$ cat src/rtl/tx_pkg.sv
// Shared types and defaults for the 10G transmit control path.
// State codes, frame length limits and the saturating byte adder live here.
package tx_pkg;

  typedef enum logic [2:0] {
    ST_IDLE     = 3'd0,
    ST_PREAMBLE = 3'd1,
    ST_DATA     = 3'd2,
    ST_PAD      = 3'd3,
    ST_FCS      = 3'd4,
    ST_IFG      = 3'd5
  } tx_state_e;

  localparam int unsigned IFG_CYCLES_DEF = 2;
  localparam int unsigned MIN_LEN_DEF    = 60;
  localparam int unsigned MAX_LEN_DEF    = 1518;
  localparam int unsigned JUMBO_LEN_DEF  = 9018;
  localparam int unsigned FCS_BYTES      = 4;
  localparam int unsigned BC_W           = 14;

  localparam logic [BC_W-1:0] BC_MAX = '1;

  function automatic logic [BC_W-1:0] sat_add(
    logic [BC_W-1:0] a,
    logic [3:0]      b
  );
    logic [BC_W:0] s;
    s = {1'b0, a} + {{(BC_W-3){1'b0}}, b};
    return s[BC_W] ? BC_MAX : s[BC_W-1:0];
  endfunction

endpackage

$ cat src/rtl/tx_state_machine_if.sv
// Client-side control and status bundle of the transmit state machine.
// The client drives master; the state machine is the slave.
interface tx_state_machine_if;
  import tx_pkg::*;

  logic            tx_enable;
  logic            inband_fcs;
  logic            jumbo_enable;
  logic            tx_start;
  logic            tx_data_valid;
  logic            tx_last;
  logic [2:0]      tx_last_bytes;

  logic            tx_ack;
  logic            start_preamble;
  logic            start_data;
  logic            start_pad;
  logic            start_fcs;
  logic            crc_init;
  logic            crc_enable;
  logic            transmitting;
  logic            tx_end;
  logic            tx_error;
  logic            good_frame_sent;
  logic            bad_frame_sent;
  logic [BC_W-1:0] byte_count;

  modport master (
    output tx_enable, inband_fcs, jumbo_enable,
    output tx_start, tx_data_valid, tx_last,
    output tx_last_bytes,
    input  tx_ack, start_preamble, start_data,
    input  start_pad, start_fcs, crc_init,
    input  crc_enable, transmitting, tx_end,
    input  tx_error, good_frame_sent,
    input  bad_frame_sent, byte_count
  );

  modport slave (
    input  tx_enable, inband_fcs, jumbo_enable,
    input  tx_start, tx_data_valid, tx_last,
    input  tx_last_bytes,
    output tx_ack, start_preamble, start_data,
    output start_pad, start_fcs, crc_init,
    output crc_enable, transmitting, tx_end,
    output tx_error, good_frame_sent,
    output bad_frame_sent, byte_count
  );

endinterface

$ cat src/rtl/tx_state_machine_ifg_counter.sv
// Inter-frame gap down-counter: loaded on IFG entry,
// zero_o tells the state machine the gap has elapsed.
module ifg_counter
  import tx_pkg::*;
#(
  parameter int unsigned IFG_CYCLES = IFG_CYCLES_DEF
) (
  input  logic clk_i,
  input  logic rst_i,
  input  logic load_i,
  input  logic dec_i,
  output logic zero_o
);

  localparam int unsigned LOADV =
    (IFG_CYCLES > 0) ? IFG_CYCLES - 1 : 0;

  logic [15:0] cnt_q;

  always_ff @(posedge clk_i) begin
    if (rst_i) begin
      cnt_q <= '0;
    end else if (load_i) begin
      cnt_q <= 16'(LOADV);
    end else if (dec_i && cnt_q != '0) begin
      cnt_q <= cnt_q - 16'd1;
    end
  end

  assign zero_o = (cnt_q == '0);

endmodule

$ cat src/rtl/tx_state_machine.sv
// Frame sequencer for the transmit path: preamble, data,
// pad, FCS and inter-frame gap, with length policing.
module tx_state_machine
  import tx_pkg::*;
#(
  parameter int unsigned IFG_CYCLES = IFG_CYCLES_DEF,
  parameter int unsigned MIN_LEN    = MIN_LEN_DEF,
  parameter int unsigned MAX_LEN    = MAX_LEN_DEF,
  parameter int unsigned JUMBO_LEN  = JUMBO_LEN_DEF
) (
  input logic               txclk,
  input logic               reset,
  tx_state_machine_if.slave bus
);

  localparam logic [BC_W-1:0] MIN_W   = BC_W'(MIN_LEN);
  localparam logic [BC_W-1:0] MAX_W   = BC_W'(MAX_LEN);
  localparam logic [BC_W-1:0] JUMBO_W = BC_W'(JUMBO_LEN);
  localparam logic [BC_W-1:0] FCS_W   = BC_W'(FCS_BYTES);

  tx_state_e       state_q, state_d;
  logic [BC_W-1:0] bc_q, bc_d;
  logic [BC_W-1:0] bc_new, bc_pad;
  logic [BC_W-1:0] lim, act_max;
  logic [3:0]      add_b;
  logic            good, bad;
  logic            ifg_zero, ifg_load;
  logic            run;

  always_comb begin
    add_b = 4'd0;
    if (bus.tx_data_valid) begin
      add_b = bus.tx_last
            ? {1'b0, bus.tx_last_bytes} + 4'd1
            : 4'd8;
    end
  end

  assign bc_new  = sat_add(bc_q, add_b);
  assign bc_pad  = sat_add(bc_q, 4'd8);
  assign lim     = bus.jumbo_enable ? JUMBO_W : MAX_W;
  assign act_max = bus.inband_fcs ? lim : lim - FCS_W;

  always_comb begin
    state_d = state_q;
    bc_d    = bc_q;
    good    = 1'b0;
    bad     = 1'b0;
    case (state_q)
      ST_IDLE: begin
        if (bus.tx_start && bus.tx_enable) begin
          state_d = ST_PREAMBLE;
        end
      end
      ST_PREAMBLE: begin
        state_d = ST_DATA;
        bc_d    = '0;
      end
      ST_DATA: begin
        bc_d = bc_new;
        // underrun and oversize outrank end-of-frame handling
        if (!bus.tx_data_valid || bc_new > act_max) begin
          state_d = ST_IFG;
          bad     = 1'b1;
        end else if (bus.tx_last && bus.inband_fcs) begin
          state_d = ST_IFG;
          good    = 1'b1;
        end else if (bus.tx_last && bc_new < MIN_W) begin
          state_d = ST_PAD;
        end else if (bus.tx_last) begin
          state_d = ST_FCS;
        end
      end
      ST_PAD: begin
        bc_d = bc_pad;
        if (!(bc_pad < MIN_W)) begin
          state_d = ST_FCS;
        end
      end
      ST_FCS: begin
        state_d = ST_IFG;
        good    = 1'b1;
      end
      ST_IFG: begin
        if (ifg_zero) begin
          state_d = ST_IDLE;
        end
      end
      default: state_d = ST_IDLE;
    endcase
  end

  always_ff @(posedge txclk) begin
    if (reset) begin
      state_q <= ST_IDLE;
      bc_q    <= '0;
    end else begin
      state_q <= state_d;
      bc_q    <= bc_d;
    end
  end

  assign ifg_load = (state_d == ST_IFG) && (state_q != ST_IFG);

  ifg_counter #(
    .IFG_CYCLES (IFG_CYCLES)
  ) u_ifg (
    .clk_i  (txclk),
    .rst_i  (reset),
    .load_i (ifg_load),
    .dec_i  (state_q == ST_IFG),
    .zero_o (ifg_zero)
  );

  // outputs are forced quiet while reset is asserted
  assign run = ~reset;

  assign bus.tx_ack         = run & (state_q == ST_PREAMBLE);
  assign bus.start_preamble = run & (state_q == ST_PREAMBLE);
  assign bus.crc_init       = run & (state_q == ST_PREAMBLE);
  assign bus.start_data     = run & (state_q == ST_DATA);
  assign bus.start_pad      = run & (state_q == ST_PAD);
  assign bus.start_fcs      = run & (state_q == ST_FCS);
  assign bus.crc_enable     = run & ~bus.inband_fcs
                            & ((state_q == ST_DATA)
                            | (state_q == ST_PAD));
  assign bus.transmitting   = run
                            & ((state_q == ST_PREAMBLE)
                            | (state_q == ST_DATA)
                            | (state_q == ST_PAD)
                            | (state_q == ST_FCS));
  assign bus.tx_end          = ~bus.transmitting;
  assign bus.tx_error        = run & bad;
  assign bus.bad_frame_sent  = run & bad;
  assign bus.good_frame_sent = run & good;
  assign bus.byte_count      = run ? bc_q : '0;

endmodule

$ cat src/flat_wrapper.sv
// flat-port wrapper written by rule: the top's interface ports become plain ports
module tx_state_machine_flat import tx_pkg::*;
#(
  parameter int unsigned IFG_CYCLES = IFG_CYCLES_DEF,
  parameter int unsigned MIN_LEN    = MIN_LEN_DEF,
  parameter int unsigned MAX_LEN    = MAX_LEN_DEF,
  parameter int unsigned JUMBO_LEN  = JUMBO_LEN_DEF
)
  (txclk, reset, bus_tx_enable, bus_inband_fcs, bus_jumbo_enable, bus_tx_start, bus_tx_data_valid, bus_tx_last, bus_tx_last_bytes, bus_tx_ack, bus_start_preamble, bus_start_data, bus_start_pad, bus_start_fcs, bus_crc_init, bus_crc_enable, bus_transmitting, bus_tx_end, bus_tx_error, bus_good_frame_sent, bus_bad_frame_sent, bus_byte_count);
  tx_state_machine_if bus_i ();
  input logic txclk;
  input logic reset;
  input wire logic [$bits(bus_i.tx_enable)-1:0] bus_tx_enable;
  input wire logic [$bits(bus_i.inband_fcs)-1:0] bus_inband_fcs;
  input wire logic [$bits(bus_i.jumbo_enable)-1:0] bus_jumbo_enable;
  input wire logic [$bits(bus_i.tx_start)-1:0] bus_tx_start;
  input wire logic [$bits(bus_i.tx_data_valid)-1:0] bus_tx_data_valid;
  input wire logic [$bits(bus_i.tx_last)-1:0] bus_tx_last;
  input wire logic [$bits(bus_i.tx_last_bytes)-1:0] bus_tx_last_bytes;
  output wire logic [$bits(bus_i.tx_ack)-1:0] bus_tx_ack;
  output wire logic [$bits(bus_i.start_preamble)-1:0] bus_start_preamble;
  output wire logic [$bits(bus_i.start_data)-1:0] bus_start_data;
  output wire logic [$bits(bus_i.start_pad)-1:0] bus_start_pad;
  output wire logic [$bits(bus_i.start_fcs)-1:0] bus_start_fcs;
  output wire logic [$bits(bus_i.crc_init)-1:0] bus_crc_init;
  output wire logic [$bits(bus_i.crc_enable)-1:0] bus_crc_enable;
  output wire logic [$bits(bus_i.transmitting)-1:0] bus_transmitting;
  output wire logic [$bits(bus_i.tx_end)-1:0] bus_tx_end;
  output wire logic [$bits(bus_i.tx_error)-1:0] bus_tx_error;
  output wire logic [$bits(bus_i.good_frame_sent)-1:0] bus_good_frame_sent;
  output wire logic [$bits(bus_i.bad_frame_sent)-1:0] bus_bad_frame_sent;
  output wire logic [$bits(bus_i.byte_count)-1:0] bus_byte_count;
  assign bus_i.tx_enable = bus_tx_enable;
  assign bus_i.inband_fcs = bus_inband_fcs;
  assign bus_i.jumbo_enable = bus_jumbo_enable;
  assign bus_i.tx_start = bus_tx_start;
  assign bus_i.tx_data_valid = bus_tx_data_valid;
  assign bus_i.tx_last = bus_tx_last;
  assign bus_i.tx_last_bytes = bus_tx_last_bytes;
  assign bus_tx_ack = bus_i.tx_ack;
  assign bus_start_preamble = bus_i.start_preamble;
  assign bus_start_data = bus_i.start_data;
  assign bus_start_pad = bus_i.start_pad;
  assign bus_start_fcs = bus_i.start_fcs;
  assign bus_crc_init = bus_i.crc_init;
  assign bus_crc_enable = bus_i.crc_enable;
  assign bus_transmitting = bus_i.transmitting;
  assign bus_tx_end = bus_i.tx_end;
  assign bus_tx_error = bus_i.tx_error;
  assign bus_good_frame_sent = bus_i.good_frame_sent;
  assign bus_bad_frame_sent = bus_i.bad_frame_sent;
  assign bus_byte_count = bus_i.byte_count;
  tx_state_machine #(.IFG_CYCLES(IFG_CYCLES), .MIN_LEN(MIN_LEN), .MAX_LEN(MAX_LEN), .JUMBO_LEN(JUMBO_LEN)) u_core (.txclk(txclk), .reset(reset), .bus(bus_i));
endmodule
$ cat config.mk
export PLATFORM = sky130hd
export DESIGN_NAME = tx_state_machine_flat
export DESIGN_NICKNAME = d
export VERILOG_FILES = /design/src/rtl/tx_pkg.sv /design/src/rtl/tx_state_machine_if.sv /design/src/rtl/tx_state_machine_ifg_counter.sv /design/src/rtl/tx_state_machine.sv /design/src/flat_wrapper.sv
export SDC_FILE = /design/constraint.sdc
export NUM_CORES = 1
export LEC_CHECK = 0
export ABC_AREA = 1
export BUFFER_PORTS_ARGS = -buffer_cell sky130_fd_sc_hd__buf_2
export CORE_MARGIN = 3
export CORE_UTILIZATION = 40
export CTS_BUF_LIST = sky130_fd_sc_hd__clkbuf_4 sky130_fd_sc_hd__clkbuf_8
export CTS_CLUSTER_DIAMETER = 200
export DETAILED_ROUTE_END_ITERATION = 10
export PLACE_DENSITY = 0.64
export SETUP_SLACK_MARGIN = 0.4
export SYNTH_ARGS = -nofsm -noshare
export SYNTH_HDL_FRONTEND = slang
export SYNTH_SLANG_ARGS = --single-unit
$ cat constraint.sdc
create_clock -name txclk -period 4.4 [get_ports txclk]
set_clock_uncertainty 0.1 [all_clocks]
set_input_delay 0.66 -clock txclk [delete_from_list [all_inputs] [get_ports txclk]]
set_output_delay 0.66 -clock txclk [all_outputs]
set_load 0.01 [all_outputs]
==> Word-level counts from Yosys, hierarchy flattened <==
Cells that the tools add are included.
W data, S select, Z words.
{ "totals": {"in_bits": 11, "regBits": 33, "output_inout_bits": 26, "wordCells": 71} }
{ "op_classes": {"n_reduce_logical": 13, "addsub": 5, "muxes": 23, "eq_ne": 7, "n_lt_le_gt_ge": 3, "bitwise": 16} }
{ "ops": {"columns": ["op", "n"], "rows": [
  ["$mux W14", 5],
  ["$pmux W14 S3", 1],
  ["$lt A14 B6 Y1 const B", 2],
  ["$mux W3", 7],
  ["$pmux W3 S6", 1],
  ["$logic_not A16 Y1", 1],
  ["$reduce_bool A16 Y1", 1],
  ["$sub A16 B1 Y16 const B", 1],
  ["$add A14 B4 Y15", 1],
  ["$add A14 B4 Y15 const B", 1],
  ["$gt A14 B14 Y1", 1],
  ["$sub A14 B3 Y14 const B", 1],
  ["$and A1 B1 Y1", 9],
  ["$eq A3 B3 Y1 const B", 3],
  ["$mux W4", 2],
  ["$eq A3 B2 Y1 const B", 2],
  ["$mux W1", 6],
  ["$logic_and A1 B1 Y1", 5],
  ["$add A3 B1 Y4 const B", 1],
  ["$or A1 B1 Y1", 4],
  ["$eq A3 B1 Y1 const B", 1],
  ["$logic_not A3 Y1", 1],
  ["$ne A3 B3 Y1 const B", 1],
  ["$not A1 Y1", 3],
  ["other kinds (6)", 6]
]} }

==> Depth between registers and ports, before layout <==
Gate-level depths: netlist of the first run.
{ "depth": {"word_depth": 14, "mapped_depth": 28, "depth_no_buf": 26} }

==> Hierarchy <==
A second synthesis of the first run with hierarchy kept.
{ "unflattened": {"cells_unflattened": 553, "hier_area_um2": 3270.6} }
{ "by_module_without_submodules": {"columns": ["module", "cells_per_inst", "area_per_inst_um2", "seq_area_each_um2", "instances"], "rows": [
  ["tx_state_machine", 388, 2198.4, 340.3, 1],
  ["ifg_counter", 165, 1072.3, 320.3, 1]
]} }

==> Least setup slack after synthesis of the first run <==
No wires, ideal clock.
{ "synth_timing": {"path_kind": "input to output", "start": "input port bus_tx_last", "end": "output port bus_tx_error", "arrival_ps": 3494, "required_time_ps": 3640, "path_slack_ps": 146, "n_path_buf": 2, "cell_stages": 23, "cell_sequence": "buf_2 > nand2_1 > nor2_1 > ha_1 > fa_1 > inv_1 > nor2_1 > nor2_2 > nor2_2 > nand2_1 > nand2_1 > nor2_1 > inv_1 > ha_1 > nand2_1 > inv_1 > nand2_1 > nor2_1 > nand3_1 > nand3_2 > a21oi_1 > nor3_1 > buf_4"} }
{ "synth_between": {"elab_chain_cells": 9} }
{ "synth_lines": {"columns": ["element", "line", "source"], "rows": [
  ["from (decl)", "flat_wrapper.sv:18", "input wire logic [$bits(bus_i.tx_last)-1:0] bus_tx_last;"],
  ["$mux W4", "tx_state_machine.sv:34", "? {1'b0, bus.tx_last_bytes} + 4'd1"],
  ["$mux W4", "tx_state_machine.sv:32", "if (bus.tx_data_valid) begin"],
  ["$add A14 B4 Y15", "tx_pkg.sv:28", "s = {1'b0, a} + {{(BC_W-3){1'b0}}, b};"],
  ["$mux W14", "tx_pkg.sv:29", "return s[BC_W] ? BC_MAX : s[BC_W-1:0];"],
  ["$gt A14 B14 Y1", "tx_state_machine.sv:62", "if (!bus.tx_data_valid || bc_new > act_max) begin"],
  ["$logic_or A1 B1 Y1", "tx_state_machine.sv:62", null],
  ["$mux W1", "tx_state_machine.sv:62", null],
  ["$mux W1", "tx_state_machine.sv:49", "case (state_q)"],
  ["$and A1 B1 Y1", null, null],
  ["to (decl)", "flat_wrapper.sv:29", "output wire logic [$bits(bus_i.tx_error)-1:0] bus_tx_error;"]
]} }
Every way passes these cells.

==> Final worst setup path of the first run <==
{ "layout_timing": {"start": "input port bus_tx_last_bytes[1]", "end": "output port bus_good_frame_sent"} }
{ "layout_between": {"elab_chain_cells": 10} }
{ "layout_lines": {"columns": ["element", "line", "source"], "rows": [
  ["from (decl)", "flat_wrapper.sv:19", "input wire logic [$bits(bus_i.tx_last_bytes)-1:0] bus_tx_last_bytes;"],
  ["$add A3 B1 Y4", "tx_state_machine.sv:34", null],
  ["$mux W4", "tx_state_machine.sv:34", null],
  ["$mux W4", "tx_state_machine.sv:32", null],
  ["$add A14 B4 Y15", "tx_pkg.sv:28", null],
  ["$mux W14", "tx_pkg.sv:29", null],
  ["$gt A14 B14 Y1", "tx_state_machine.sv:62", null],
  ["$logic_or A1 B1 Y1", "tx_state_machine.sv:62", null],
  ["$mux W1", "tx_state_machine.sv:62", null],
  ["$pmux W1 S2", "tx_state_machine.sv:49", null],
  ["$and A1 B1 Y1", "tx_state_machine.sv:135", "assign bus.good_frame_sent = run & good;"],
  ["to (decl)", "flat_wrapper.sv:30", "output wire logic [$bits(bus_i.good_frame_sent)-1:0] bus_good_frame_sent;"]
]} }
Every way passes these cells.

==> results.txt, run 1 <==
Final #Nets: 577
post-synthesis simple-gate area fraction: 44.5%
VDD IR-drop max: 150 µV
Clock Root Buffer: clkbuf_8
largest family of logic cells by synthesized area: simple AND/OR/NAND/NOR gates
routed len/inst: 13.6 µm
core area: 7370 µm²
Die W: 93.7 µm
cell taking the most area after synthesis: dfxtp_1
FMAX: 0.240 GHz
Netlist cell types: 38
PwrDens: 178 nW/µm²
Die ar.: 8780 µm²
P_leak: 1.79 nW
XOR/XNOR Fraction of Synth Area: 5.41%
setup repair after global routing missed its margin: true
TritonRoute pass-1 iters: 4
critical path required time: 3.64 ns
Crit. Startpoint: bus_tx_last_bytes[1]
clk sinks: 33
fin crit share: 94.8%
post-synthesis mux area share: 0%
GR Util met2: 31.9%
Final Setup Violations: 0
Antenna Cells: 0
Starting DRT DRC Count: 153
FF-to-FF End: u_core.u_ifg.cnt_q[10]
routing usage on met3: 3.61%
min Tclk post-route: 4.17 ns
worst slew pin tran: 0.967 ns
Site Rows: 31
Mapped Avg Cell Area: 6.23 µm²
worst min-delay path class: flip-flop to flip-flop
PortBufs: 36
post-synth net total: 522
Yosys reg bits: 33
Worst EP arrival: 3.41 ns
Num CTS Buffers: 5
Die Height: 93.7 µm
Via Count: 3265
crit path to: bus_good_frame_sent
synth top area cells: dfxtp_1 (21%), nand2_1 (15%), nor2_1 (9.4%)
hold_buf cts: 0
adder-cell area share of the yosys netlist: 7.16%
max_cap viols: 0
clk_lat worst skew: 0.29 ns
first-pass GRT wire length: 14000 µm
r2r worst-path depth: 28
area grow syn2layout: 28.9%
Psw: 0.230 mW
Routed Antenna Nets: 0
Final Max Slew Viols: 0
drt drc: 0
Compound-Gate Fraction of Synth Area: 9.19%
hold depth: 2
Initial Utilization: 41.7%
status: completed
final hold vios: 0
Sw Ratio: 32.6%
Max Root-Sink Buffers: 2
Tot GR Track Use: 20.0%
sequential power share: 44.2%
synth warn: 0
combinational fraction of design power: 22.9%
M1 GR Usage: 28.2%
layer with the highest usage: met2
CTS tree: yes
flop2flop setup slack: 0.62 ns
fin util: 53.8%
Overflow after GRT: 0
relative slew slack: 35.3%
Setup Crit Path Kind: input pin to output pin
Gate Count Post-Synth: 494
initial antenna violation count: 0
worst-path fanout max: 5
share of the synthesized area in the top cell type: 21.5%
Via density: 5.03
sequential share of the synthesized area: 21.5%
vias in the first global route: 2881
Overall Power: 0.706 mW
Post-Route WL: 8850 µm
mapped cell area: 3080 µm²
CP endpoint kind: output pin
fraction of layout cells with a size suffix above 1: 31.5%
hpwl dp: 6330 µm
Placed Area: 3350 µm²
largest net degree at the start of global routing: 41
final instance area: 3970 µm²
io pins: 37
FF-to-FF Start: u_core.bc_q[0]
Worst-path clk slew: 0.08 ns
CP Launch Type: input pin
H-tree levels: 2
gp weighted congestion: 0.946
Power Internal: 0.475 mW
Clock power frac: 32.9%
## sequential cells by signal, summed over array words and instances, names as in the netlist
signal and cells:
u_core.bc_q 14, u_core.state_q 3, u_core.u_ifg.cnt_q 16
## layout make-up
| class | count | area, µm² |
|---|---|---|
| fillers | 729 | 3400 |
| multi-input cells | 375 | 2410 |
| flip-flops and latches | 33 | 661 |
| repair buffers | 62 | 418 |
| inverters | 72 | 270 |
| well taps | 99 | 124 |
| clock buffers | 5 | 68.8 |
| clock inverters | 3 | 17.5 |
## Yosys cell counts, drive strengths merged
| master | n |
|---|---|
| o21ai | 15 |
| buf | 10 |
| xor2 | 11 |
| nand2 | 131 |
| inv | 72 |
| clkbuf | 5 |
| a21oi | 16 |
| nor3 | 6 |
| xnor2 | 8 |
| o21bai | 1 |
| a221oi | 2 |
| a22oi | 1 |
| o41ai | 1 |
| a31oi | 12 |
| and3 | 2 |
| nor4 | 2 |
| fa | 1 |
| ha | 16 |
| nand4 | 8 |
| nand3b | 2 |
| nand3 | 42 |
| or2 | 1 |
| dfxtp | 33 |
| nor2 | 96 |
## per-layer routing
layer,share of wire [%],routed length [µm]
met1,46,4030
met5,0,0
met4,1.8,155
met2,46,4090
met3,6.5,577
## stage by stage
stage / TNS [ns] / setup WS, ns / hold slack (ns) / cells
after floorplan: 0 / 0.360 / 0.378 / 494
after global placement: 0 / 0.0149 / 0.406 / 620
after detailed placement: -0.0616 / -0.0616 / 0.400 / 620
after CTS: 0 / 0.164 / 0.411 / 641
after global routing: 0 / 0.0615 / 0.451 / 649
final: 0 / 0.227 / 0.409 / 649
## critical path, stage by stage
cell	delay, ns
buf_8	0.10
ha_4	0.15
xnor2_2	0.15
nor2_2	0.07
ha_4	0.31
inv_1	0.06
nand2_1	0.08
nand3_2	0.10
nand2_2	0.12
nand2_1	0.08
nand2_2	0.08
nand3_4	0.09
ha_4	0.28
nand2_1	0.05
inv_1	0.04
nand4_1	0.10
nor2_2	0.18
nand4_1	0.20
a21oi_4	0.20
nand4_1	0.09
o21ai_1	0.08
buf_2	0.15
## repair_timing
item                                    CTS  global route
pin swaps                                19            32
resized for setup                        25            56
buffers inserted                         13             7
endpoints found under the setup margin    3            21
gates cloned                              0             1
## kinds of logic after synthesis
group,count (synthesis)
compound gates,48
xor+xnor,19
fa+ha+maj,17
buf+inv,87
flops,33
simple gates,290
## cells in the final DEF, fill, tap and decap left out, types with 2 or more instances in the layout
master / instances
nor2_1: 64
buf_6: 6
inv_2: 10
nor3_1: 5
xnor2_1: 7
xor2_1: 11
nand3_1: 28
nor2_4: 19
nand2_4: 4
o21ai_1: 2
nor2_2: 13
clkinv_2: 2
nand3_4: 4
ha_1: 7
buf_8: 2
dfxtp_1: 33
inv_1: 62
o21ai_2: 2
o21ai_0: 11
nand4_1: 8
a31oi_1: 12
ha_4: 8
buf_2: 34
nand3_2: 10
a21oi_1: 10
nand2_2: 19
nor4_1: 2
nand2_1: 106
nand2_8: 3
clkbuf_8: 5
a221oi_1: 2
a21oi_2: 5
and3_1: 2
buf_4: 20
nand3b_1: 2
## how the worst min path moves through the flow
stage,startpoint,slack (ns),endpoint
3_3_place_gp,u_core.bc_q[0],0.41,u_core.bc_q[0]
5_1_grt,u_core.bc_q[0],0.45,u_core.bc_q[0]
6_report,u_core.bc_q[0],0.41,u_core.bc_q[0]
3_5_place_dp,u_core.bc_q[0],0.40,u_core.bc_q[0]
4_1_cts,u_core.bc_q[0],0.41,u_core.bc_q[0]
2_1_floorplan,u_core.bc_q[0],0.38,u_core.bc_q[0]
## power by group through the flow
stage          registers [mW]  logic (mW)  clock network [mW]
2_1_floorplan           0.317      0.0947                   0
3_3_place_gp            0.318       0.124                   0
3_5_place_dp            0.318       0.125                   0
4_1_cts                 0.312       0.136               0.238
5_1_grt                 0.313       0.180               0.255
6_report                0.312       0.161               0.232
No activity file was read; power rests on OpenSTA's default activity.
==> inputs of run 2 (changes only) <==
- BUFFER_PORTS_ARGS: -buffer_cell sky130_fd_sc_hd__buf_2 -> -buffer_cell sky130_fd_sc_hd__buf_4
- CORE_UTILIZATION: 40 -> 30
- PLACE_DENSITY: 0.64 -> 0.53
- clock period: 4.4 -> 4.83 ns (I/O delays scaled with it)
==> run 2 against run 1 <==
  * Sequential power is 8.7% lower
  * Via count is 1.4% lower
  * Sequential share of layout area is 0.58 points higher
  * Clock power is 6% lower
  * Final area is 3.3% lower
  * Setup slack better by 0.25 ns
  * Worst hold slack better by 0.013 ns
  * Core utilization is 15 points lower
  * Cell count is 3.4% higher
  * Wire length is 0.87% lower
  * Count of clock-buffer cells in the layout stayed put
  * Critical path type unchanged
  * Largest power group unchanged
==> results.txt, run 2 (synthesis gave the netlist of run 1 again) <==
routed len/inst: 13.1 µm (-4.1%)
area grow syn2layout: 24.6%
Final Setup Violations: 0 (unchanged)
Die W: 107 µm (+14%)
Initial Utilization: 31.2% (-11 points)
FMAX: 0.230 GHz
DP Cell Count: 649 (+4.7%)
final hold vios: 0 (unchanged)
largest reg by FF count: u_core.u_ifg.cnt_q
VDD IR-drop max: 108 µV (-28%)
largest delay contributor family on the critical path: simple AND/OR/NAND/NOR gates
PwrDens: 166 nW/µm² (-6.6%)
max_cap viols: 0 (unchanged)
Clock Root Buffer: clkbuf_8
CP Launch Type: input pin
Post-Route WL: 8770 µm (-0.87%)
Overflow after GRT: 0 (unchanged)
Routed Antenna Nets: 0 (unchanged)
vias in the first global route: 3006 (+4.3%)
initial antenna violation count: 0 (unchanged)
largest net degree at the start of global routing: 41 (unchanged)
first-pass GRT wire length: 14400 µm (+2.5%)
min Tclk post-route: 4.35 ns
Via density: 4.80 (-4.6%)
io pins: 37 (unchanged)
Max Root-Sink Buffers: 2 (unchanged)
most frequent cells in the layout: nand2_1 (114), nor2_1 (73), inv_1 (61), buf_4 (47), dfxtp_1 (33)
status: completed
commonest non-fill, non-tap cell in the layout: nand2_1
Die ar.: 11500 µm² (+31%)
PortBufs: 36 (unchanged)
Site Rows: 36 (+16%)
clk_lat worst skew: 0.29 ns (about the same)
worst-path fanout max: 4 (-1)
core area: 9860 µm² (+34%)
CP endpoint kind: output pin
fin util: 38.9% (-15 points)
Crit-path slowest cell: fa_2
P_leak: 1.71 nW (-4.1%)
Num CTS Buffers: 5 (unchanged)
Final #Nets: 565 (-2.1%)
setup repair after global routing missed its margin: true
hpwl dp: 6700 µm (+6.0%)
gp weighted congestion: 0.940 (-0.62%)
H-tree levels: 2 (unchanged)
Setup Crit Path Kind: input pin to output pin
TritonRoute pass-1 iters: 5 (+1)
Worst EP arrival: 3.53 ns (+0.12 ns)
fraction of layout cells with a size suffix above 1: 25.8% (-5.6 points)
Placed Area: 3410 µm² (+2.0%)
Final Max Slew Viols: 0 (unchanged)
crit path cell chain: buf_4, nand2_4, nor2_1, ha_2, fa_2, inv_2, nor2_4, nor2_4, nor2_4, nand2_1, nand2_1, nand2_1, inv_2, ha_4, nand2_2, inv_2, nand4_1, nor2_2, nand4_1, a21oi_4, nand4_1, o21ai_1, buf_4
WP buf/inv: 5 (+1)
worst min-delay path class: flip-flop to flip-flop
drt drc: 0 (unchanged)
worst slew pin tran: 1.00 ns (+0.0362 ns)
Starting DRT DRC Count: 206 (+35%)
relative slew slack: 32.9% (-2.4 points)
CTS tree: yes
critical path required time: 4.01 ns (+0.37 ns)
fin crit share: 90.1%
Via Count: 3220 (-1.4%)
crit-path max cell delay: 0.39 ns (+0.08 ns)
Die Height: 107 µm (+14%)
biggest regs: u_core.u_ifg.cnt_q: 16 flops, u_core.bc_q: 14 flops, u_core.state_q: 3 flops
clk sinks: 33 (unchanged)
Antenna Cells: 0 (unchanged)
Worst-path clk slew: 0.07 ns (about the same)
Final Non-Filler Cells: 671 (+3.4%)
setup TNS: 0 ns (unchanged)
number of flip-flops in the largest register: 16 (unchanged)
Tot GR Track Use: 15.4% (-4.6 points)
final instance area: 3830 µm² (-3.3%)
[run 2: final cells by class]
type	instances	area, µm²
fill	1075	6030
inverter	72	270
timing repair buffer	50	390
multi-input combinational	375	2260
clock buffer	5	68.8
sequential	33	661
clock inverter	3	17.5
tap	133	166
[run 2: through the flow]
stage	setup WS [ns]	power (mW)	hold WS, ns
after detailed placement	0.0441	0.409	0.417
after global placement	0.125	0.408	0.417
final	0.480	0.637	0.423
after floorplan	0.447	0.373	0.376
after global routing	0.289	0.673	0.475
after CTS	0.340	0.634	0.425
[run 2: path summary, 6_finish.rpt]
kind,from,to,slack (ns),depth (start not counted)
hold reg to reg,u_core.bc_q[0],u_core.bc_q[0],0.42,2
setup reg to reg,u_core.bc_q[3],u_core.u_ifg.cnt_q[11],1.25,22
setup / recovery,bus_tx_data_valid,bus_good_frame_sent,0.48,23
hold / removal,u_core.bc_q[0],u_core.bc_q[0],0.42,2
[run 2: repair_timing]
item                                    CTS  global route
gates resized for setup                  13            39
pin swaps                                 6            24
endpoints found under the setup margin    3             3
gates cloned                              1             0
hold buffers                              0             0
buffers inserted                          5             8
[run 2: layer usage]
layer  GRT usage [%]  part of all wire [%]  vias up
met2            24.2                    45       92
met5               0                     0        -
met1            20.6                    47     1468
li1                -                     -     1652
met3            3.12                   5.7        8
met4            5.84                   1.7        0
[run 2: worst min-delay path: stages, from the launching register on]
cell      delay [ns]
dfxtp_1         0.33
inv_1           0.07
a221oi_1        0.07
[run 2: power by group]
part | internal [mW] | switching [mW] | total (mW) | leakage, nW
Combinational | 0.0517 | 0.0821 | 0.134 | 1.40
Sequential | 0.278 | 0.00688 | 0.285 | 0.266
Clock | 0.0997 | 0.119 | 0.218 | 0.0439
==> inputs of run 3 (changes only) <==
--- a/config.mk
+++ b/config.mk
@@ -13,5 +13,5 @@
 export CTS_CLUSTER_DIAMETER = 200
 export DETAILED_ROUTE_END_ITERATION = 10
-export PLACE_DENSITY = 0.53
+export PLACE_DENSITY = 0.54
 export SETUP_SLACK_MARGIN = 0.4
 export SYNTH_ARGS = -nofsm -noshare
==> constraint.sdc (replaced) <==
create_clock -name txclk -period 4 [get_ports txclk]
set_clock_uncertainty 0.1 [all_clocks]
set_input_delay 0.6 -clock txclk [delete_from_list [all_inputs] [get_ports txclk]]
set_output_delay 0.6 -clock txclk [all_outputs]
set_load 0.005 [all_outputs]
==> run 3 against run 2 <==
  * The run now ends with negative setup slack left
  * Combinational power grew 44%
  * Count of clock-buffer cells in the layout is the same
  * Critical path depth is the same
  * Total power grew 44%
  * Setup slack lost 0.48 ns
  * Largest power group is now clock
==> results.txt, run 3 (synthesis gave the netlist of run 1 again) <==
status: finished, violations left
failing checks: negative setup slack
r2r worst-path depth: 29 (+32%)
Overall Power: 0.918 mW (+44%)
Tot GR Track Use: 16.1% (+0.69 points)
Final #Nets: 591 (+4.6%)
clk sinks: 33 (unchanged)
worst slew pin tran: 0.797 ns (-0.205 ns)
max_cap viols: 0 (unchanged)
CP endpoint kind: output pin
WHS: 0.453 ns (+0.0300 ns)
Placed Area: 3660 µm² (+7.4%)
number of flip-flops in the largest register: 16 (unchanged)
commonest non-fill, non-tap cell in the layout: nand2_1
TritonRoute pass-1 iters: 5 (unchanged)
CP Launch Type: input pin
Final Max Slew Viols: 0 (unchanged)
P_leak: 1.92 nW (+12%)
hold depth: 2 (unchanged)
PwrDens: 216 nW/µm² (+30%)
Clock Root Buffer: clkbuf_8
setup TNS: -0.00664 ns (-0.00664 ns)
Via Count: 3315 (+3.0%)
biggest regs: u_core.u_ifg.cnt_q: 16 flops, u_core.bc_q: 14 flops, u_core.state_q: 3 flops
gp weighted congestion: 0.937 (-0.31%)
drt drc: 0 (unchanged)
fin crit share: 100%
Worst-path clk slew: 0.08 ns (about the same)
Die ar.: 11500 µm² (unchanged)
fraction of layout cells with a size suffix above 1: 33.3% (+7.5 points)
worst-path fanout max: 4 (unchanged)
Setup Crit Path Kind: input pin to output pin
Worst EP arrival: 3.30 ns (-0.23 ns)
fin util: 43.1% (+4.2 points)
Initial Utilization: 31.2% (unchanged)
slack of the critical path: -0.00414 ns (-0.484 ns)
relative slew slack: 46.8% (+14 points)
min Tclk post-route: 4.00 ns
area grow syn2layout: 38.2%
Via density: 4.76 (-0.89%)
Overflow after GRT: 0 (unchanged)
largest net degree at the start of global routing: 41 (unchanged)
CTS tree: yes
Num CTS Buffers: 5 (unchanged)
io pins: 37 (unchanged)
initial antenna violation count: 0 (unchanged)
critical path required time: 3.30 ns (-0.71 ns)
hpwl dp: 7030 µm (+4.9%)
largest reg by FF count: u_core.u_ifg.cnt_q
Die Height: 107 µm (unchanged)
vias in the first global route: 3202 (+6.5%)
Die W: 107 µm (unchanged)
final instance area: 4250 µm² (+11%)
Antenna Cells: 0 (unchanged)
Max Root-Sink Buffers: 2 (unchanged)
Routed Antenna Nets: 0 (unchanged)
core area: 9860 µm² (unchanged)
clk_lat worst skew: 0.29 ns (about the same)
Site Rows: 36 (unchanged)
final hold vios: 0 (unchanged)
routed len/inst: 12.9 µm (-0.93%)
setup repair after global routing missed its margin: true
H-tree levels: 2 (unchanged)
VDD IR-drop max: 175 µV (+61%)
FMAX: 0.250 GHz
most frequent cells in the layout: nand2_1 (104), buf_4 (67), nor2_1 (66), inv_1 (60), dfxtp_1 (33)
worst min-delay path class: flip-flop to flip-flop
first-pass GRT wire length: 15000 µm (+4.6%)
Post-Route WL: 9030 µm (+2.9%)
Final Setup Violations: 2 (+2)
Starting DRT DRC Count: 133 (-35%)
PortBufs: 36 (unchanged)
==> run 3: report_power, final <==
part / leakage (nW) / switching (mW) / internal (mW)
registers: 0.266 / 0.00828 / 0.336
clock network: 0.0681 / 0.134 / 0.248
logic: 1.59 / 0.109 / 0.0838
total: 1.92 / 0.251 / 0.667
==> run 3: final cells by class <==
class / count / area (µm²)
Inverter: 72 / 270
Sequential cell: 33 / 661
Tap cell: 133 / 166
Clock inverter: 3 / 65.1
Timing Repair Buffer: 77 / 652
Clock buffer: 5 / 68.8
Multi-Input combinational cell: 374 / 2370
Fill cell: 1034 / 5610
==> run 3: through the flow <==
step           setup slack [ns]  std cells
6_report               -0.00414        697
3_5_place_dp             -0.287        677
4_1_cts                 -0.0555        692
5_1_grt                  -0.194        697
2_1_floorplan             0.138        494
3_3_place_gp             -0.222        677
==> run 3: layer usage <==
| layer | part of all wire [%] | wire length (µm) | track usage (%) | vias up |
|---|---|---|---|---|
| li1 | - | - | - | 1705 |
| met1 | 46 | 4180 | 21.5 | 1518 |
| met2 | 47 | 4280 | 27.1 | 84 |
| met3 | 5.1 | 462 | 2.58 | 8 |
| met4 | 1.2 | 105 | 3.56 | 0 |
| met5 | 0 | 0 | 0 | - |
==> run 3: worst paths after layout <==
kind	startpoint	endpoint	slack, ns
worst max-delay path	bus_tx_data_valid	bus_bad_frame_sent	-0.004
worst min-delay path	u_core.bc_q[0]	u_core.bc_q[0]	0.45
worst max register to register	u_core.bc_q[0]	u_core.u_ifg.cnt_q[11]	0.26
worst min register to register	u_core.bc_q[0]	u_core.bc_q[0]	0.45
==> run 3: worst max-delay path, stage by stage <==
cell	delay (ns)
buf_4	0.13
nand2_4	0.08
nor2_4	0.04
ha_4	0.16
fa_2	0.41
inv_2	0.09
nor2_4	0.05
nor2_4	0.15
nor2_4	0.07
nand2_2	0.08
nand2_2	0.06
nor2_4	0.11
inv_2	0.06
ha_4	0.26
nand2_1	0.06
inv_2	0.05
nand3_1	0.07
nor2_1	0.11
nand4_1	0.15
a21oi_2	0.18
buf_4	0.14
nor3_4	0.03
buf_4	0.15
==> run 3: timing repair <==
action,4_1_cts,5_1_grt
gates resized for setup,44,38
gates cloned,1,0
setup endpoints to repair,19,22
buffers inserted,6,5
hold buffers,0,0
pin swaps,30,28
